**src/rtl/uart_pkg.sv**
```systemverilog
// Shared types and constants for the UART transmit path fed by the core's uart_out port.
package uart_pkg;

  typedef enum logic [1:0] {
    IDLE,
    START,
    DATA,
    STOP
  } uart_state_e;

  localparam int UART_DATA_BITS  = 8;
  localparam int UART_FRAME_BITS = 10;
  localparam int UART_STROBE_BIT = 8;

endpackage

```
**src/rtl/uart_tx_serializer_if.sv**
```systemverilog
// Byte-write strobe from the core plus the serial line and status flags back out.
interface uart_tx_serializer_if;
  import uart_pkg::*;

  logic [UART_STROBE_BIT:0] uart_in;
  logic                     tx;
  logic                     tx_busy;
  logic                     fifo_full;
  logic                     overflow;

  modport master (
    output uart_in,
    input  tx,
    input  tx_busy,
    input  fifo_full,
    input  overflow
  );

  modport slave (
    input  uart_in,
    output tx,
    output tx_busy,
    output fifo_full,
    output overflow
  );

endinterface

```
**src/rtl/uart_sync_fifo.sv**
```systemverilog
// Single-clock FIFO with a combinational head read and a registered occupancy counter.
module uart_sync_fifo #(
  parameter  int WIDTH = 8,
  parameter  int DEPTH = 8,
  localparam int PTR_W = $clog2(DEPTH),
  localparam int CNT_W = PTR_W + 1
) (
  input  logic             clock,
  input  logic             reset_n,
  input  logic             push,
  input  logic             pop,
  input  logic [WIDTH-1:0] wr_data,
  output logic [WIDTH-1:0] rd_data,
  output logic             full,
  output logic             empty,
  output logic [CNT_W-1:0] count
);

  logic [WIDTH-1:0] mem [DEPTH];
  logic [PTR_W-1:0] wr_ptr;
  logic [PTR_W-1:0] rd_ptr;
  logic [CNT_W-1:0] count_reg;

  // Pointers wrap naturally because DEPTH is a power of two.
  always_ff @(posedge clock) begin
    if (!reset_n) begin
      wr_ptr    <= '0;
      rd_ptr    <= '0;
      count_reg <= '0;
    end else begin
      if (push) wr_ptr <= wr_ptr + 1'b1;
      if (pop)  rd_ptr <= rd_ptr + 1'b1;
      case ({push, pop})
        2'b10:   count_reg <= count_reg + 1'b1;
        2'b01:   count_reg <= count_reg - 1'b1;
        default: count_reg <= count_reg;
      endcase
    end
  end

  always_ff @(posedge clock) begin
    if (reset_n && push) mem[wr_ptr] <= wr_data;
  end

  assign rd_data = mem[rd_ptr];
  assign full    = (count_reg == CNT_W'(DEPTH));
  assign empty   = (count_reg == '0);
  assign count   = count_reg;

endmodule

```
**src/rtl/uart_tx_serializer.sv**
```systemverilog
// Buffers byte writes from the core and sends them as 8N1 serial frames on tx.
// Strobes arriving while the FIFO is full are dropped and latch the sticky overflow flag.
module uart_tx_serializer
  import uart_pkg::*;
#(
  parameter int CLKS_PER_BIT = 16,
  parameter int FIFO_DEPTH   = 8
) (
  input logic                 clock,
  input logic                 reset_n,
  uart_tx_serializer_if.slave bus
);

  localparam int BAUD_W = $clog2(CLKS_PER_BIT);
  localparam int BIT_W  = $clog2(UART_DATA_BITS);
  localparam int CNT_W  = $clog2(FIFO_DEPTH) + 1;
  localparam logic [BAUD_W-1:0] BAUD_LAST = BAUD_W'(CLKS_PER_BIT - 1);
  localparam logic [BIT_W-1:0]  BIT_LAST  = BIT_W'(UART_DATA_BITS - 1);

  uart_state_e               state;
  uart_state_e               state_next;
  logic [BAUD_W-1:0]         baud_cnt;
  logic [BIT_W-1:0]          bit_cnt;
  logic [UART_DATA_BITS-1:0] shift_reg;
  logic [UART_DATA_BITS-1:0] fifo_head;
  logic [CNT_W-1:0]          fifo_count;
  logic                      fifo_full;
  logic                      fifo_empty;
  logic                      strobe;
  logic                      push;
  logic                      pop;
  logic                      drop;
  logic                      bit_end;
  logic                      tx_next;
  logic                      tx_reg;
  logic                      busy_reg;
  logic                      overflow_reg;

  assign strobe  = bus.uart_in[UART_STROBE_BIT];
  assign bit_end = (baud_cnt == BAUD_LAST);
  // A full FIFO still accepts a byte when the head leaves in the same cycle.
  assign push    = strobe && (!fifo_full || pop);
  assign drop    = strobe && fifo_full && !pop;

  uart_sync_fifo #(
    .WIDTH (UART_DATA_BITS),
    .DEPTH (FIFO_DEPTH)
  ) u_fifo (
    .clock   (clock),
    .reset_n (reset_n),
    .push    (push),
    .pop     (pop),
    .wr_data (bus.uart_in[UART_DATA_BITS-1:0]),
    .rd_data (fifo_head),
    .full    (fifo_full),
    .empty   (fifo_empty),
    .count   (fifo_count)
  );

  always_ff @(posedge clock) begin
    if (!reset_n) state <= IDLE;
    else          state <= state_next;
  end

  always_comb begin
    state_next = state;
    case (state)
      IDLE:    if (!fifo_empty) state_next = START;
      START:   if (bit_end) state_next = DATA;
      DATA:    if (bit_end && (bit_cnt == BIT_LAST)) state_next = STOP;
      STOP:    if (bit_end) state_next = fifo_empty ? IDLE : START;
      default: state_next = IDLE;
    endcase
  end

  // The STOP-end pop chains the next frame straight into START with no idle gap.
  always_comb begin
    pop     = 1'b0;
    tx_next = 1'b1;
    case (state)
      IDLE:    pop = !fifo_empty;
      START:   tx_next = 1'b0;
      DATA:    tx_next = shift_reg[0];
      STOP:    pop = bit_end && !fifo_empty;
      default: tx_next = 1'b1;
    endcase
  end

  // tx and busy lag the state by one cycle so the line is always driven from a flop.
  always_ff @(posedge clock) begin
    if (!reset_n) begin
      baud_cnt     <= '0;
      bit_cnt      <= '0;
      shift_reg    <= '0;
      tx_reg       <= 1'b1;
      busy_reg     <= 1'b0;
      overflow_reg <= 1'b0;
    end else begin
      tx_reg   <= tx_next;
      busy_reg <= (state != IDLE) || !fifo_empty;
      if (drop) overflow_reg <= 1'b1;
      if (pop) begin
        shift_reg <= fifo_head;
        bit_cnt   <= '0;
        baud_cnt  <= '0;
      end else if (state == IDLE) begin
        baud_cnt <= '0;
      end else if (bit_end) begin
        baud_cnt <= '0;
        if (state == DATA) begin
          shift_reg <= shift_reg >> 1;
          bit_cnt   <= bit_cnt + 1'b1;
        end
      end else begin
        baud_cnt <= baud_cnt + 1'b1;
      end
    end
  end

  assign bus.tx        = tx_reg;
  assign bus.tx_busy   = busy_reg || (fifo_count != '0);
  assign bus.fifo_full = fifo_full;
  assign bus.overflow  = overflow_reg;

endmodule

```
**src/flat_wrapper.sv**
```systemverilog
// flat-port wrapper written by rule: the top's interface ports become plain ports
module uart_tx_serializer_flat import uart_pkg::*;
#(
  parameter int CLKS_PER_BIT = 16,
  parameter int FIFO_DEPTH   = 8
)
  (clock, reset_n, bus_uart_in, bus_tx, bus_tx_busy, bus_fifo_full, bus_overflow);
  uart_tx_serializer_if bus_i ();
  input logic clock;
  input logic reset_n;
  input wire logic [$bits(bus_i.uart_in)-1:0] bus_uart_in;
  output wire logic [$bits(bus_i.tx)-1:0] bus_tx;
  output wire logic [$bits(bus_i.tx_busy)-1:0] bus_tx_busy;
  output wire logic [$bits(bus_i.fifo_full)-1:0] bus_fifo_full;
  output wire logic [$bits(bus_i.overflow)-1:0] bus_overflow;
  assign bus_i.uart_in = bus_uart_in;
  assign bus_tx = bus_i.tx;
  assign bus_tx_busy = bus_i.tx_busy;
  assign bus_fifo_full = bus_i.fifo_full;
  assign bus_overflow = bus_i.overflow;
  uart_tx_serializer #(.CLKS_PER_BIT(CLKS_PER_BIT), .FIFO_DEPTH(FIFO_DEPTH)) u_core (.clock(clock), .reset_n(reset_n), .bus(bus_i));
endmodule
```
**config.mk**
```make
export PLATFORM = sky130hd
export DESIGN_NAME = uart_tx_serializer_flat
export DESIGN_NICKNAME = d
export VERILOG_FILES = /design/src/rtl/uart_pkg.sv /design/src/rtl/uart_tx_serializer_if.sv /design/src/rtl/uart_sync_fifo.sv /design/src/rtl/uart_tx_serializer.sv /design/src/flat_wrapper.sv
export SDC_FILE = /design/constraint.sdc
export NUM_CORES = 1
export LEC_CHECK = 0
export ABC_CLOCK_PERIOD_IN_PS = 5700
export BUFFER_PORTS_ARGS = -buffer_cell sky130_fd_sc_hd__clkbuf_2
export CAP_MARGIN = 25
export CORE_UTILIZATION = 45
export DETAILED_ROUTE_END_ITERATION = 7
export MAX_ROUTING_LAYER = met4
export SYNTH_ARGS = -nofsm -noshare
export SYNTH_HDL_FRONTEND = slang
export SYNTH_SLANG_ARGS = --single-unit
```
**constraint.sdc**
```tcl
create_clock -name clock -period 5.7 [get_ports clock]
set_input_delay 0.285 -clock clock [delete_from_list [all_inputs] [get_ports clock]]
set_output_delay 0.285 -clock clock [all_outputs]
set_load 0.005 [all_outputs]
```
==> flow_metrics.env <==
export IMPL_grt_pass1_vias=2320
export IMPL_r2r_cells=10
export IMPL_drc=0
export IMPL_period_minus_slack_ns=2.769
export IMPL_grt_start_max_net_pins=20
export IMPL_skew_ns=0.01337
export IMPL_hold_path_class="in2reg"
export IMPL_antenna_left=0
export IMPL_synth_async_reset_ratio_pct=0
export IMPL_setup_tns_final_ns=0
export IMPL_min_delay_path_depth=1
export IMPL_path_clk_slew_ns=0.11
export IMPL_synth_edf_count=64
export IMPL_cp_required_ns=5.99
export IMPL_syn_num_nets=308
export IMPL_antenna_cells=0
export IMPL_crit_path_cell_trace="inv_1, ha_1, a41oi_1, or3_1, nor2_1, xor2_1, ha_1, and3_1, mux2i_1, mux2i_1"
export IMPL_drt_initial_drc_count=83
export IMPL_cts_tree="built"
export IMPL_fmax_ghz=0.3612
export IMPL_tightest_slew_ns=0.9850
export IMPL_netlist_area_mm2=0.004138
export IMPL_io_buffers=14
export IMPL_ys_dominant_reg_cell="edfxtp_1"
export IMPL_ys_types=43
export IMPL_yosysSeqAreaShare_pct=62.41
export IMPL_gr_total_overflow=0
export IMPL_crit_path_end_kind="register"
export IMPL_status="finished, final reports clean"
export IMPL_fp_dieH_um=97.89
export IMPL_largest_reg_flops=64
export IMPL_hold_viol_final=0
export IMPL_first_pass_iters=4
export IMPL_cts_resized_gates=0
export IMPL_grt_first_pass_wirelength_um=12680
export IMPL_die_x_um=97.89
export IMPL_pin_count=15
export IMPL_cts_setup_buffers=0
export IMPL_setup_viol=0
export IMPL_multi_input_area_mm2=0.001474
export IMPL_yosysTopAreaCellShare_pct=46.45
export IMPL_gp_congestion=0.7554
export IMPL_syn_avg_cell_area_um2=14.52
export IMPL_cts_buffers=9
export IMPL_cts_max_level=3
export IMPL_num_nets_final=326
export IMPL_rows=34
export IMPL_antenna_found_initial=0
export IMPL_synth_commonest_cells="edfxtp_1 (64), dfxtp_1 (33), nand2_1 (28)"
export IMPL_cts_buffer_depth=2
export IMPL_slew_headroom_pct=33.83
export IMPL_fin_area_mm2=0.004556
export IMPL_vias_per_cell=5.738
export IMPL_synth_most_common_cell="edfxtp_1"
export IMPL_yosysTopAreaCell="edfxtp_1"
export IMPL_cts_root_buffer="clkbuf_8"
export IMPL_finalCritPeriodShare_pct=48.57
export IMPL_drv_cap=0
export IMPL_clkLatencyLatePin_ns=0.37
export IMPL_arrival_ns=3.05
export IMPL_fp_dieArea_mm2=0.009582
export IMPL_cpMaxStageDelayCell="or3_1"
export IMPL_crit_fanout=19
export IMPL_powerDensity_mw_per_mm2=412.4
export IMPL_synthCells=285
export IMPL_n_fill_cell=744
export IMPL_drt_wl_total_um=7734
export IMPL_area_growth_pct=10.10
export IMPL_critical_path_max_stage_delay_ns=0.60
export IMPL_grt_use_total_pct=18.29
export IMPL_dp_hpwl_um=5328
export IMPL_ff_latch_area_mm2=0.002582
export IMPL_cts_sinks=97
export IMPL_start_util_pct=46.99
export IMPL_vias=2387
export IMPL_postCtsHoldBufs=0
export IMPL_p_leak_uw=0.001555
export IMPL_critical_path_class="reg2reg"
export IMPL_wl_per_cell_um=18.59
export IMPL_rsz0062_at_grt="false"
export IMPL_placed_cell_area_mm2=0.004327
export IMPL_ys_warn_count=0
export IMPL_synth_area_leaders="edfxtp_1 (46%), dfxtp_1 (16%), mux4_2 (8.7%)"
export IMPL_slew_viol_final=0
export IMPL_drive_above_1_share_pct=24.35
export IMPL_start_kind="register"
export IMPL_ir_drop_v=0.0002051
export IMPL_synth_seq_cells=97
export IMPL_core_area_mm2=0.008806
## worst max-delay path: cells and delay by family, from the launching register on
family	cells	cell delay, ns
AOI/OAI and AO/OA	1	0.30
xor gates and xnor gates	1	0.17
adders and majority gates	2	0.45
buffers and inverters	1	0.12
DFF	1	0.42
muxes	2	0.36
and+or+nand+nor	3	0.87
## placed cells by master (no fill, tap or decap), types with 2 or more instances in the layout
cell / n
a211oi_1: 2
a21oi_1: 4
a311oi_2: 7
a31oi_1: 2
a41oi_1: 3
clkbuf_2: 14
clkbuf_4: 4
clkbuf_8: 9
dfxtp_1: 33
edfxtp_1: 64
ha_1: 12
inv_1: 7
inv_6: 3
inv_8: 2
mux2_2: 7
mux2i_1: 11
mux4_2: 16
nand2_1: 28
nand2b_1: 8
nand3_1: 6
nor2_1: 13
nor2b_1: 2
nor3_1: 13
nor4_2: 3
o211ai_1: 3
o21ai_0: 2
o22ai_1: 2
or3_1: 2
xnor2_1: 2
xor2_1: 3
## metal layers
metal / up-vias / wire (µm) / GRT usage, %
met5: - / 0 / -
met4: 0 / 220 / 7.692
met3: 15 / 264 / 3.865
met2: 49 / 3586 / 26.81
met1: 1205 / 3663 / 24.73
li1: 1118 / - / -
## report_power, final
part	switching, µW	internal, µW	leakage [µW]	total [µW]
Clock	261	172	0.000101	434
Combinational	332	251	0.000607	584
Sequential	56.7	805	0.000848	861
Total	650	1230	0.00156	1880
## cells by family (layout without fill, tap and decap cells)
logic type                 after synthesis  in the layout  synth area share, %
buffers and inverters                   22             45                2.419
muxes                                   34             34                13.28
xor gates and xnor gates                 5              5                1.059
DFF                                     97             97                62.41
AOI/OAI and AO/OA                       30             30                6.592
adders and majority gates               12             12                3.629
and+or+nand+nor                         85             85                10.61
## final timing paths
path                            startpoint                                  end  slack (ns)
max           u_core.state[1]$_SDFFE_PN0P_  u_core.u_fifo.count[2]$_SDFFE_PN0P_        2.93
min                         bus_uart_in[4]    u_core.u_fifo.mem[3][4]$_DFFE_PP_        0.24
max reg2reg   u_core.state[1]$_SDFFE_PN0P_  u_core.u_fifo.count[2]$_SDFFE_PN0P_        2.93
min reg2reg  u_core.baud_cnt[0]$_SDFF_PP0_        u_core.baud_cnt[0]$_SDFF_PP0_        0.46
## per-stage QoR
step / power (µW) / worst slack [ns] / util, % / hold slack, ns / cells
3_3_place_gp: 1443 / 2.962 / 48.82 / 0.4361 / 394
6_report: 1879 / 2.931 / 51.73 / 0.2351 / 416
5_1_grt: 1989 / 2.636 / 51.73 / 0.2429 / 416
3_5_place_dp: 1465 / 2.843 / 49.13 / 0.4525 / 395
2_1_floorplan: 1340 / 3.050 / - / 0.3839 / 285
4_1_cts: 1898 / 2.824 / 51.34 / 0.2333 / 411
## cell type report
type | count | area share (%)
Timing Repair Buffer | 21 | 3.076
Inverter | 8 | 0.6592
Clock buffer | 9 | 2.719
Clock inverter | 7 | 1.538
Sequential cell | 97 | 56.69
Multi-Input combinational cell | 166 | 32.35
Tap cell | 108 | 2.966
No activity file was read; power rests on OpenSTA's default activity.
